$ cat config.mk
export PLATFORM = sky130hd
export DESIGN_NAME = fp_to_int
export DESIGN_NICKNAME = d
export VERILOG_FILES = /design/src/rtl/fp_to_int_pkg.sv /design/src/rtl/fp_to_int_mag_shift.sv /design/src/rtl/fp_to_int.sv
export SDC_FILE = /design/constraint.sdc
export NUM_CORES = 1
export LEC_CHECK = 0
export ABC_CLOCK_PERIOD_IN_PS = 1000
export BUFFER_PORTS_ARGS = -buffer_cell sky130_fd_sc_hd__buf_4
export CORE_AREA = 2 2 57 46
export DETAILED_ROUTE_END_ITERATION = 10
export DIE_AREA = 0 0 59 48
export PLACE_DENSITY = 0.76
export SYNTH_ARGS = -nofsm -noshare
export SYNTH_HDL_FRONTEND = slang
export SYNTH_SLANG_ARGS = --single-unit
export TNS_END_PERCENT = 30
$ cat constraint.sdc
create_clock -name clk -period 1 [get_ports clk]
set_clock_uncertainty 0.15 [all_clocks]
set_input_delay 0 -clock clk [delete_from_list [all_inputs] [get_ports clk]]
set_output_delay 0 -clock clk [all_outputs]
set_load 0.03 [all_outputs]
$ cat src/rtl/fp_to_int_pkg.sv
// Shared widths, range limits and the packed 13-bit float operand type
// for the fp_to_int converter.
package fp_to_int_pkg;

  localparam int EXP_W       = 4;
  localparam int FRAC_W      = 8;
  localparam int INT_W       = 8;
  localparam int MAG_W       = 16;   // wide enough that no shift result is lost
  localparam int INT_MAX     = 127;  // largest positive result
  localparam int INT_MIN_MAG = 128;  // magnitude of the most negative result

  typedef struct packed {
    logic              sign;
    logic [EXP_W-1:0]  exp;
    logic [FRAC_W-1:0] frac;
  } fp13_t;

endpackage

$ cat src/rtl/fp_to_int_mag_shift.sv
// fp_mag_shift: combinational barrel shifter producing |value| truncated
// toward zero, i.e. floor(0.frac * 2^exp), as a 16-bit magnitude.
// o_big flags a magnitude that does not fit in INT_W bits at all; it can
// only be set once exp reaches 16-8 or more.
module fp_mag_shift
  import fp_to_int_pkg::*;
(
  input  logic [FRAC_W-1:0] i_frac,
  input  logic [EXP_W-1:0]  i_exp,
  output logic [MAG_W-1:0]  o_mag,
  output logic              o_big
);

  // frac sits in the low byte as a fraction; shifting left by exp and
  // dropping the low FRAC_W bits covers both the right-shift (exp<=8)
  // and left-shift (exp>8) cases in one path.
  logic [MAG_W+FRAC_W-1:0] w_ext;

  // Shift and drop the fractional part.
  always_comb begin
    w_ext = {{MAG_W{1'b0}}, i_frac} << i_exp;
    o_mag = w_ext[MAG_W+FRAC_W-1:FRAC_W];
    o_big = |o_mag[MAG_W-1:INT_W];
  end

endmodule

$ cat src/rtl/fp_to_int.sv
// fp_to_int: 13-bit sign-magnitude float {sign, exp[3:0], frac[7:0]} to
// 8-bit two's-complement integer, truncated toward zero, 1-cycle latency.
// Optional build macro FP_TO_INT_SAT_EN: saturate on overflow instead of
// returning zero. The of flag is the same in both builds.
module fp_to_int
  import fp_to_int_pkg::*;
(
  input  logic              clk,
  input  logic              reset_n,
  input  logic              in_valid,
  input  logic              sign,
  input  logic [EXP_W-1:0]  exp,
  input  logic [FRAC_W-1:0] frac,
  output logic              out_valid,
  output logic [INT_W-1:0]  integ,
  output logic              uf,
  output logic              of
);

  fp13_t              w_in;
  logic [MAG_W-1:0]   w_mag;
  logic               w_big;
  logic               w_zero;
  logic               w_uf;
  logic               w_of;
  logic [INT_W-1:0]   w_lo;
  logic [INT_W-1:0]   w_integ;

  logic               r_vld;
  logic [INT_W-1:0]   r_integ;
  logic               r_uf;
  logic               r_of;

  assign w_in = {sign, exp, frac};

  fp_mag_shift u_shift (
    .i_frac (w_in.frac),
    .i_exp  (w_in.exp),
    .o_mag  (w_mag),
    .o_big  (w_big)
  );

  // Range check, flag generation and sign application.
  always_comb begin
    w_lo    = w_mag[INT_W-1:0];
    w_zero  = (w_in.frac == '0);
    // Nonzero operand whose integer part truncates to nothing.
    w_uf    = !w_zero && (w_mag == '0);
    // Negative side reaches one further than positive (-128 is legal).
    w_of    = !w_zero && (w_big ||
              (w_in.sign ? (w_lo > INT_W'(INT_MIN_MAG)) : (w_lo > INT_W'(INT_MAX))));
    w_integ = '0;
    if (w_zero || w_uf) begin
      w_integ = '0;
    end else if (w_of) begin
`ifdef FP_TO_INT_SAT_EN
      w_integ = w_in.sign ? INT_W'(INT_MIN_MAG) : INT_W'(INT_MAX);
`else
      w_integ = '0;
`endif
    end else begin
      w_integ = w_in.sign ? (INT_W'(0) - w_lo) : w_lo;
    end
  end

  // Output register; results hold while in_valid is low.
  always_ff @(posedge clk or negedge reset_n) begin
    if (!reset_n) begin
      r_vld   <= 1'b0;
      r_integ <= '0;
      r_uf    <= 1'b0;
      r_of    <= 1'b0;
    end else begin
      r_vld <= in_valid;
      if (in_valid) begin
        r_integ <= w_integ;
        r_uf    <= w_uf;
        r_of    <= w_of;
      end
    end
  end

  assign out_valid = r_vld;
  assign integ     = r_integ;
  assign uf        = r_uf;
  assign of        = r_of;

endmodule

---- Word-level counts from Yosys, hierarchy flattened ----
Cells that the tools add are included.
Widths: inputs -> output; s select.
operators by class
  divide/modulo/power cells ............... 0
  bitwise operators ....................... 0
  $add $sub $neg .......................... 1
  reduce and logical (&&, ||, !) cells .... 8
  multiply operators ...................... 0
  $lt $le $gt $ge ......................... 2
  mux-type cells .......................... 4
  equal/unequal tests ..................... 0
  shift operators ......................... 1
operators with widths
  operator             number
  $mux 8               3
  $shl 8x4->24         1
  $logic_not 16->1     1
  $gt 8x7->1 const B   1
  $gt 8x8->1 const B   1
  $logic_not 8->1      1
  $reduce_or 8->1      1
  $sub 1x8->8 const A  1
  $logic_and 1x1->1    2
  $logic_or 1x1->1     2
  $logic_not 1->1      1
  $mux 1               1
storage, ports and cells
  ROM bits ................................ 0
  output and inout port bits .............. 11
  RAM bits ................................ 0
  memories ................................ 0
  register bits after elaboration ......... 11
  latch bits .............................. 0

---- Depth between registers and ports, before layout ----
Gate-level depths: netlist of run 1.
  depth after elaboration ................. 7
  depth in mapped cells ................... 12
  depth with buffers taken out ............ 10

---- Cells and area by module ----
A second synthesis of run 1 with hierarchy kept.
unflattened totals
  cell total of the unflattened synthesis .. 132
  area total of the unflattened synthesis .. 1199.9 um2
by module, submodules not included
  module        cells an instance  instances  area an instance (um2)
  fp_to_int     64                 1          699.4
  fp_mag_shift  68                 1          500.5

---- Least setup slack after synthesis of run 1 ----
OpenSTA, ideal clock, no wires.
  path kind ............................... input to register
  start ................................... in exp[1]
  end ..................................... reg r_integ[1] (netlist: integ[1])
  path buffers ............................ 2
  arrival time ............................ 2102 ps
  stages .................................. 12
  library setup time ...................... 126 ps
  path slack .............................. -1378 ps
  path through ............................ clkbuf_1 -> buf_2 -> mux4_2 -> nand2_1 -> o21ai_1 -> inv_1 -> ha_1 -> a21boi_0 -> nand3_1 -> o31a_1 -> o21ai_4 -> o2bb2ai_1
on the way
  longest elaborated chain between the ends .. 7
  elaborated cells between the ends (all ways) .. 14
RTL lines
  what                                      RTL line                   text
  from (decl)                               fp_to_int.sv:12            input logic [EXP_W-1:0] exp,
  $shl 8x4->24 *                            fp_to_int_mag_shift.sv:21  w_ext = {{MAG_W{1'b0}}, i_frac} << i_exp;
  $gt 8x7->1 or $gt 8x8->1 (tied branches)  fp_to_int.sv:51            (w_in.sign ? (w_lo > INT_W'(INT_MIN_MAG)) : (w_lo > INT_W'(INT_MAX))));
  $mux 1                                    fp_to_int.sv:51
  $logic_or 1x1->1                          fp_to_int.sv:50            w_of = !w_zero && (w_big ||
  $logic_and 1x1->1                         fp_to_int.sv:50
  $mux 8                                    fp_to_int.sv:55            end else if (w_of) begin
  $mux 8 *                                  fp_to_int.sv:53            if (w_zero || w_uf) begin
  to (signal assigned)                      fp_to_int.sv:76            r_integ <= w_integ;
  to (decl)                                 fp_to_int.sv:30            logic [INT_W-1:0] r_integ;
Mark *: on every way between the ends. The rest lies on a longest branch, timed or not.
A chain may end at the register's enable or synchronous reset.

---- Worst setup path in the final report of run 1 ----
  start ................................... in exp[0]
  end ..................................... reg r_integ[1] (netlist: integ[1])
The elaborated chain is that of the path after synthesis.

==> results.toml, run 1 <==
[synth]
yosysTopAreaCell = "dfrtp_1"
ys_seq_area_share_pct = 24.2
synth_edf_count = 0
synthCells = 116
yosysWarnings = 0
synthesis.area_sq_mm = 0.00114
synth_nets = 133
ys_top_cells_by_count = "dfrtp_1 (11), nand2_1 (9), o2bb2ai_1 (8)"
synthTopCellsByArea = "dfrtp_1 (24%), mux4_2 (7.9%), o2bb2ai_1 (6.2%), mux2i_1 (4.4%), mux2_2 (4.0%)"
avgSynthCellArea_sq_um = 9.80
async_reset_ff_share_pct = 100
synth.top_cell.area_share_pct = 24.2
synth.most_common_cell = "dfrtp_1"
synth_cell_type_count = 49
synthFlopType = "dfrtp_1"
ys_ff_latch = 11

[worst_setup_path]
startpoint_type = "input pin"
worstSetupEndpointType = "flip-flop"
worstPathArrival_ns = 2.07
crit_path_top_delay_cell = "mux4_2"
path_max_fanout = 7
critical_path_class = "input pin to flip-flop"
startpoint = "exp[0]"
critPathMaxStageDelay_ns = 0.55
rr_startpoint = "integ[7]$_DFFE_PN0P_"
crit_required_ns = 1.01
critical_path.cell_chain = "buf_12 > mux4_2 > nand2_2 > o21ai_2 > inv_2 > ha_4 > a21boi_4 > nand3_2 > o31a_1 > o21ai_4 > o2bb2ai_2"

[routing]
dr.pass1.iters = 4
routed_wl_microns = 4700
vias_per_cell = 6.45
post_drt_wl_per_cell_microns = 21.5
vias = 1407
antenna_left = 0
drc = 0
drt_iter0_drc = 111

[power]
p_leak_nw = 0.862
max-vdd-ir-drop_mv = 1.03
combPwrFrac_pct = 58.0
p_int_mw = 1.24
power_frac_seq_pct = 26.4
power_switching_uw = 826
total_power_mw = 2.07
swShare_pct = 39.9
clkPwrFrac_pct = 15.6
powerDensity_mw_per_mm2 = 1070

[floorplan]
io_pins = 27
die_area_sq_mm = 0.00283
rows = 15
start_util_pct = 51.4
die-width_microns = 59
die_h_microns = 48
fp.coreArea_sq_mm = 0.00221

[clocking]
cts_tree = "built"
path_clk_slew_ns = 0.08
worst_skew_pair.late_latency_ns = 0.27
cts.sink_count = 11
clockRootBuffer = "clkbuf_4"
numCtsBuffers = 3
htreeDepth = 1
cts_max_path_buffers = 2

[global_routing]
first_global_vias = 1369
grt_max_degree = 12
overflow = 0
grt_antenna_before_repair = 0
grt_use_total_pct = 34.2
grt_pass1_wl_microns = 6890

[place]
dp_hpwl_microns = 2870
globalplace.congestion = 0.900
portBuffers = 26

[layout]
nNetsFinal = 211
n_fill_cell = 105
drive_above_1_share_pct = 58.5
utilization_pct = 87.2
area_growth_pct = 69.9
antenna_cells = 0

[outcome]
violations = "negative hold slack, negative setup slack"
status = "finished, violations left"

[min_path]
hold_class = "input pin to flip-flop"
hp-start = "in_valid"

[timing]
relSlewSlack_pct = 50.3
period_minus_slack_ns = 2.06
rsz0062_at_grt = "yes"
setup_viol = 13
period_share_pct = 206
finalSetupTns_ns = -10.09
finalMaxSlewViolations = 0
tightest_slew_ns = 0.745
hold_viol = 1
timing.hold.ws_ns = -0.000720
max_clock_freq_mhz = 486
worst_slack_ns = -1.06

[flow_run]
maxCapViolations = 0
[critical path: cells and delay by family]
family,cells,cell delay [ns]
muxes,1,0.55
and+or+nand+nor,2,0.23
AOI/OAI and AO/OA,5,0.95
adders and majority gates,1,0.15
buffers and inverters,2,0.18
[flip-flops by register name, summed over array words and instances, names as in the netlist]
| name | count |
|---|---|
| uf | 1 |
| of | 1 |
| integ | 8 |
| out_valid | 1 |
[per-stage QoR]
step | cell area, sq um | cells | setup slack (ns)
floorplan | 1160 | 116 | -1.27
global placement | 1630 | 200 | -1.25
detailed placement | 1630 | 200 | -1.38
CTS | 1810 | 216 | -0.980
global route | 1930 | 218 | -1.11
finish | 1930 | 218 | -1.06
[final cells by class]
class | instances | area, sq um | share of cell area [%]
multi-input combinational | 94 | 917 | 47.5
timing repair buffer | 78 | 659 | 34.1
sequential | 11 | 275 | 14.2
tap | 25 | 31.3 | 1.62
clock buffer | 4 | 26.3 | 1.36
inverter | 6 | 22.5 | 1.17
[power groups by stage]
stage	clock network [mW]	registers, mW	logic, mW
2_1_floorplan	0	0.643	0.424
3_3_place_gp	0	0.536	0.903
3_5_place_dp	0	0.537	0.937
4_1_cts	0.300	0.534	1.04
5_1_grt	0.346	0.551	1.25
6_report	0.323	0.546	1.20
[what timing repair did]
action | CTS | global route
endpoints found under the hold margin | 15 | 0
gates resized for setup | 10 | 28
pin swaps | 13 | 8
setup buffers | 9 | 2
endpoints found under the setup margin | 10 | 20
hold buffers | 3 | 0
[cell families (layout without fill, tap and decap cells)]
family	after synthesis	count (layout)	share of synthesized area, %
buffers and inverters	11	88	4.73
xor gates and xnor gates	5	5	3.85
adders and majority gates	1	1	1.10
muxes	13	13	16.3
AOI/OAI and AO/OA	44	44	34.2
and+or+nand+nor	31	31	15.6
DFF	11	11	24.2
[worst paths after layout]
check | to | slack [ns] | depth (start not counted)
worst max-delay path | integ[1]$_DFFE_PN0P_ | -1.06 | 11
worst min-delay path | integ[7]$_DFFE_PN0P_ | -0.0007 | 5
worst max register to register | integ[7]$_DFFE_PN0P_ | 0.06 | 2
worst min register to register | integ[5]$_DFFE_PN0P_ | 0.36 | 1
max in group asynchronous | uf$_DFFE_PN0P_ | 0.01 | 3
min in group asynchronous | integ[4]$_DFFE_PN0P_ | 0.52 | 3
[layer usage]
metal | part of all wire (%) | track usage, %
met4 | 2.7 | 8.18
met1 | 39 | 42.5
met3 | 9.2 | 8.38
met5 | 0 | 0
met2 | 49 | 61.1
[placed cells by master, fill, tap and decap left out, drive strengths merged, types with 2 or more instances in the layout]
cell / n
buf: 75
dfrtp: 11
nand2: 9
o21ai: 9
o2bb2ai: 8
nor2: 5
mux2i: 5
inv: 5
mux4: 4
a21oi: 4
clkbuf: 4
mux2: 4
xor2: 3
dlygate4sd3: 3
nor2b: 3
nand3: 3
nand4b: 2
o31a: 2
nor3: 2
a32oi: 2
a211o: 2
o31ai: 2
xnor2: 2
o22ai: 2
a21boi: 2
nor4: 2
o41ai: 2
(Power assumes the default switching activity.)
==> run 2: changes to the inputs <==
--- a/config.mk
+++ b/config.mk
@@ -7,10 +7,12 @@
 export LEC_CHECK = 0
 export ABC_CLOCK_PERIOD_IN_PS = 1000
 export BUFFER_PORTS_ARGS = -buffer_cell sky130_fd_sc_hd__buf_4
+export CAP_MARGIN = 20
 export CORE_AREA = 2 2 57 46
 export DETAILED_ROUTE_END_ITERATION = 10
 export DIE_AREA = 0 0 59 48
 export PLACE_DENSITY = 0.76
+export SETUP_SLACK_MARGIN = 0.15
 export SYNTH_ARGS = -nofsm -noshare
 export SYNTH_HDL_FRONTEND = slang
 export SYNTH_SLANG_ARGS = --single-unit
==> results.toml, run 2 (synthesis results as in run 1) <==
[timing]
timing.hold.ws_ns = -0.0371
max_clock_freq_mhz = 471
period_share_pct = 212
worst_slack_ns = -1.12
finalMaxSlewViolations = 0
relSlewSlack_pct = 49.1
tightest_slew_ns = 0.763
hold_viol = 11
finalSetupTns_ns = -10.36
setup_viol = 10
period_minus_slack_ns = 2.12
rsz0062_at_grt = "yes"

[layout]
seq_area_sq_um = 275
final_common_cell = "buf_4"
antenna_cells = 0
drive_above_1_share_pct = 56.8
area_growth_pct = 68.8
largest_register_ffs = 8
n_fill_cell = 107
layout_common_cells = "buf_4 (61), buf_6 (12), dfrtp_1 (11), nand2_1 (9), o21ai_0 (6)"
utilization_pct = 86.7
nNetsFinal = 210
multiInputGateArea_sq_um = 916
final_cells = 217

[clocking]
cts_max_path_buffers = 2
htreeDepth = 1
worst_skew_pair.late_latency_ns = 0.26
path_clk_slew_ns = 0.07
clockRootBuffer = "clkbuf_4"
numCtsBuffers = 3
cts.sink_count = 11
cts_tree = "built"
cts_hold_buf = 2

[worst_setup_path]
critPathMaxStageDelay_ns = 0.30
worstPathArrival_ns = 2.16
worstSetupEndpointType = "flip-flop"
crit_path_top_delay_cell = "nor4_4"
startpoint_type = "input pin"
critical_path.cell_chain = "buf_12 > buf_8 > mux2i_2 > mux2_4 > o22ai_1 > inv_1 > ha_4 > a21boi_4 > nand3_4 > buf_6 > nor4_4 > o21ai_4 > o2bb2ai_2"
crit_required_ns = 1.03
critical_path_class = "input pin to flip-flop"
path_max_fanout = 9

[routing]
vias = 1429
post_drt_wl_per_cell_microns = 22.4
dr.pass1.iters = 4
drc = 0
vias_per_cell = 6.59
antenna_left = 0
drt_iter0_drc = 92
routed_wl_microns = 4860

[floorplan]
start_util_pct = 51.4
die_area_sq_mm = 0.00283
rows = 15
die-width_microns = 59
fp.coreArea_sq_mm = 0.00221
die_h_microns = 48
io_pins = 27

[outcome]
status = "finished, violations left"
violations = "negative hold slack, negative setup slack"

[flow_run]
maxCapViolations = 0

[global_routing]
grt_use_total_pct = 34.0
overflow = 0
grt_max_degree = 12
grt_antenna_before_repair = 0
first_global_vias = 1371
grt_pass1_wl_microns = 6910

[power]
total_power_mw = 2.04
p_leak_nw = 0.856
max-vdd-ir-drop_mv = 1.01
powerDensity_mw_per_mm2 = 1070

[place]
dp_hpwl_microns = 2870
globalplace.congestion = 0.900
portBuffers = 26
place_inst = 200

[min_path]
hold_class = "input pin to asynchronous set/reset pin"
## run 2: where the power goes
group	switching (mW)	internal [mW]	leakage, nW
clock network	0.139	0.154	0.0150
registers	0.0509	0.499	0.144
logic	0.621	0.581	0.697
## run 2: critical path: cells and delay by family
family                   cells  cell delay [ns]
AO/OA/AOI/OAI                4             0.67
adder cells (fa/ha/maj)      1             0.15
buffers and inverters        4             0.49
multiplexers                 2             0.41
AND/OR/NAND/NOR              2             0.41
## run 2: repair_timing
action                     4_1_cts  5_1_grt
setup buffers                    9        2
hold endpoints to repair        15       11
setup endpoints to repair       21       21
pin swaps                       13        7
gates resized for setup         21       13
## run 2: metal layers
layer  GRT usage (%)  up-vias  wire length, microns
met5               0        -                     0
met4            8.64        0                   180
met3            9.46       22                   526
met2            58.4      125                  2290
met1            43.2      670                  1870
li1                -      612                     -
## run 2: area by class of cell
| type | count | area share [%] |
|---|---|---|
| Multi-Input combinational cell | 94 | 47.7 |
| Timing Repair Buffer | 77 | 33.8 |
| Sequential cell | 11 | 14.3 |
| Tap cell | 25 | 1.63 |
| Clock buffer | 4 | 1.37 |
| Inverter | 6 | 1.17 |
## run 2: worst paths after layout
check	startpoint	to	slack [ns]	cells past startpoint
setup / recovery	exp[0]	integ[6]$_DFFE_PN0P_	-1.12	13
hold / removal	reset_n	integ[6]$_DFFE_PN0P_	-0.04	2
setup reg to reg	integ[7]$_DFFE_PN0P_	integ[7]$_DFFE_PN0P_	0.03	2
hold reg to reg	integ[5]$_DFFE_PN0P_	integ[5]$_DFFE_PN0P_	0.36	1
max in group asynchronous	reset_n	integ[1]$_DFFE_PN0P_	0.59	2
min in group clk	in_valid	uf$_DFFE_PN0P_	0.02	5
## run 2: metrics by stage
| stage | hold slack (ns) | worst slack, ns | cell area, sq um |
|---|---|---|---|
| global placement | -0.314 | -1.25 | 1630 |
| detailed placement | -0.314 | -1.38 | 1630 |
| CTS | -0.0492 | -0.980 | 1840 |
| global route | -0.0426 | -1.17 | 1920 |
| floorplan | -0.446 | -1.27 | 1160 |
| finish | -0.0371 | -1.12 | 1920 |
==> run 3: changes to the inputs <==
--- a/config.mk
+++ b/config.mk
@@ -5,13 +5,14 @@
 export SDC_FILE = /design/constraint.sdc
 export NUM_CORES = 1
 export LEC_CHECK = 0
+export ABC_AREA = 1
 export ABC_CLOCK_PERIOD_IN_PS = 1000
 export BUFFER_PORTS_ARGS = -buffer_cell sky130_fd_sc_hd__buf_4
 export CAP_MARGIN = 20
-export CORE_AREA = 2 2 57 46
+export CORE_AREA = 2 2 59 47
 export DETAILED_ROUTE_END_ITERATION = 10
-export DIE_AREA = 0 0 59 48
-export PLACE_DENSITY = 0.76
+export DIE_AREA = 0 0 61 49
+export PLACE_DENSITY = 0.77
 export SETUP_SLACK_MARGIN = 0.15
 export SYNTH_ARGS = -nofsm -noshare
 export SYNTH_HDL_FRONTEND = slang
==> results.toml, run 3 <==
[timing]
hold_viol = 12
period_share_pct = 190
rsz0062_at_grt = "yes"
worst_slack_ns = -0.902
finalMaxSlewViolations = 0
relSlewSlack_pct = 80.4
period_minus_slack_ns = 1.90
tightest_slew_ns = 0.291
setup_viol = 12
max_clock_freq_mhz = 526
timing.hold.ws_ns = -0.0182

[worst_setup_path]
crit_required_ns = 1.07
critical_path.cell_chain = "buf_12 > inv_8 > nand2_2 > nand3_1 > nand2_1 > nand2_1 > nand3_2 > nand2_2 > inv_2 > ha_4 > nand2_4 > nor2_4 > inv_2 > nor2_2 > nand2_1 > nand2_2 > nor2_4 > nand2_1 > nand2_1"
path_common_cell = "nand2_1"
cp.depth = 19
worstSetupEndpointType = "flip-flop"
critical_path_class = "input pin to flip-flop"
path_max_fanout = 8
critPathMaxStageDelay_ns = 0.26
crit_family = "simple AND/OR/NAND/NOR gates"
startpoint_type = "input pin"
critPathBufInv = 4
worstPathArrival_ns = 1.97
crit_path_top_delay_cell = "nor2_4"
ff2ff_path_depth = 2

[clocking]
cts_max_path_buffers = 2
cts.sink_count = 11
path_clk_slew_ns = 0.07
numCtsBuffers = 3
clockRootBuffer = "clkbuf_4"
cts_tree = "built"
cts_hold_buf = 2
worst_skew_pair.late_latency_ns = 0.28
htreeDepth = 1

[routing]
drt_iter0_drc = 279
post_drt_wl_per_cell_microns = 21.2
antenna_left = 0
dr.pass1.iters = 5
vias = 2142
routed_wl_microns = 6990
vias_per_cell = 6.51
drc = 0

[place]
globalplace.congestion = 0.924
placed_cell_area_sq_mm = 0.00182
portBuffers = 26
dp_hpwl_microns = 3100

[synth]
avgSynthCellArea_sq_um = 6.17
synthFlopType = "dfrtp_1"
synth_cell_type_count = 29
synth_edf_count = 0
synthesis.area_sq_mm = 0.00125
synthCells = 203
ys_ff_latch = 11
yosysTopAreaCell = "nand2_1"
synthTopCellsByArea = "nand2_1 (25%), dfrtp_1 (22%), nand3_1 (14%), nand2_2 (5.5%), inv_1 (3.6%)"
ys_top_cells_by_count = "nand2_1 (82), nand3_1 (34), inv_1 (12)"
yosysWarnings = 0
synth.top_cell.area_share_pct = 24.6
synth.most_common_cell = "nand2_1"
synth_nets = 220
async_reset_ff_share_pct = 100
ys_seq_area_share_pct = 22.0

[power]
powerDensity_mw_per_mm2 = 982
max-vdd-ir-drop_mv = 0.569
p_leak_nw = 1.20

[floorplan]
die_h_microns = 49
fp.coreArea_sq_mm = 0.00246
start_util_pct = 50.9
die_area_sq_mm = 0.00299
die-width_microns = 61
rows = 16
io_pins = 27

[outcome]
violations = "negative hold slack, negative setup slack"
status = "finished, violations left"

[global_routing]
grt_antenna_before_repair = 0
grt_use_total_pct = 38.7
overflow = 0
grt_max_degree = 12
first_global_vias = 1840
grt_pass1_wl_microns = 8640

[layout]
largest_register_ffs = 8
antenna_cells = 0
seq_area_sq_um = 275
area_growth_pct = 80.0
layout_common_cells = "buf_4 (71), nand2_1 (60), nand3_1 (28), nand2_2 (26), buf_6 (15)"
drive_above_1_share_pct = 56.0
nNetsFinal = 311
n_fill_cell = 95
final_common_cell = "buf_4"
multiInputGateArea_sq_mm = 0.00102
utilization_pct = 91.6
fin_area_sq_mm = 0.00225

[min_path]
hold_class = "input pin to asynchronous set/reset pin"

[flow_run]
maxCapViolations = 0
## run 3: power breakdown
part | internal (mW) | total [mW] | switching, mW
clock | 0.155 | 0.318 | 0.163
combinational | 0.589 | 1.37 | 0.778
sequential | 0.489 | 0.528 | 0.0386
total | 1.23 | 2.21 | 0.980
## run 3: cell families after synthesis
logic type	synth area share [%]
simple gates	60.0
xor+xnor	2.10
compound gates	4.90
fa+ha+maj	0.999
buf+inv	9.99
flops	22.0
## run 3: final cells by class
class                   count  area share (%)
clock buffers               4            1.17
inverters                  19            3.72
repair buffers             92            35.5
well taps                  36            2.00
multi-input cells         167            45.4
flip-flops and latches     11            12.2
## run 3: path summary, 6_finish.rpt
path                                            from                    to  slack, ns
worst max register to register  integ[0]$_DFFE_PN0P_  integ[0]$_DFFE_PN0P_       0.12
worst min-delay path                         reset_n  integ[5]$_DFFE_PN0P_      -0.02
min in group clk                            in_valid        uf$_DFFE_PN0P_          0
worst max-delay path                          exp[0]  integ[5]$_DFFE_PN0P_      -0.90
max in group asynchronous                    reset_n  integ[1]$_DFFE_PN0P_       0.57
worst min register to register        uf$_DFFE_PN0P_        uf$_DFFE_PN0P_       0.38
## run 3: repair_timing
| action | in CTS | in global routing |
|---|---|---|
| endpoints found under the hold margin | 13 | 11 |
| buffers inserted | 11 | 6 |
| pin swaps | 16 | 13 |
| cloned | 1 | 0 |
| resized for setup | 35 | 31 |
| setup endpoints to repair | 21 | 21 |
## run 3: per-stage QoR
| stage | TNS [ns] | instances | setup WS (ns) | hold slack [ns] | power (mW) |
|---|---|---|---|---|---|
| 3_5_place_dp | -9.78 | 305 | -1.02 | -0.312 | 1.48 |
| 3_3_place_gp | -8.92 | 305 | -0.940 | -0.314 | 1.46 |
| 4_1_cts | -5.78 | 323 | -0.636 | -0.0580 | 1.93 |
| 5_1_grt | -8.87 | 329 | -1.00 | -0.0241 | 2.31 |
| 2_1_floorplan | -7.56 | 203 | -0.789 | -0.446 | 1.09 |
| 6_report | -8.06 | 329 | -0.902 | -0.0182 | 2.21 |
## run 3: worst reg2reg max path, delay by kind of cell, from the launching register on
kind | cells | cell delay (ns)
flip-flops | 1 | 0.42
AND/OR/NAND/NOR | 2 | 0.20
## run 3: per-layer routing
metal	wire length, microns	global-route usage (%)
met3	1120	8.22
met2	2900	59.9
met1	2230	50.6
met5	0	0
met4	739	18.1
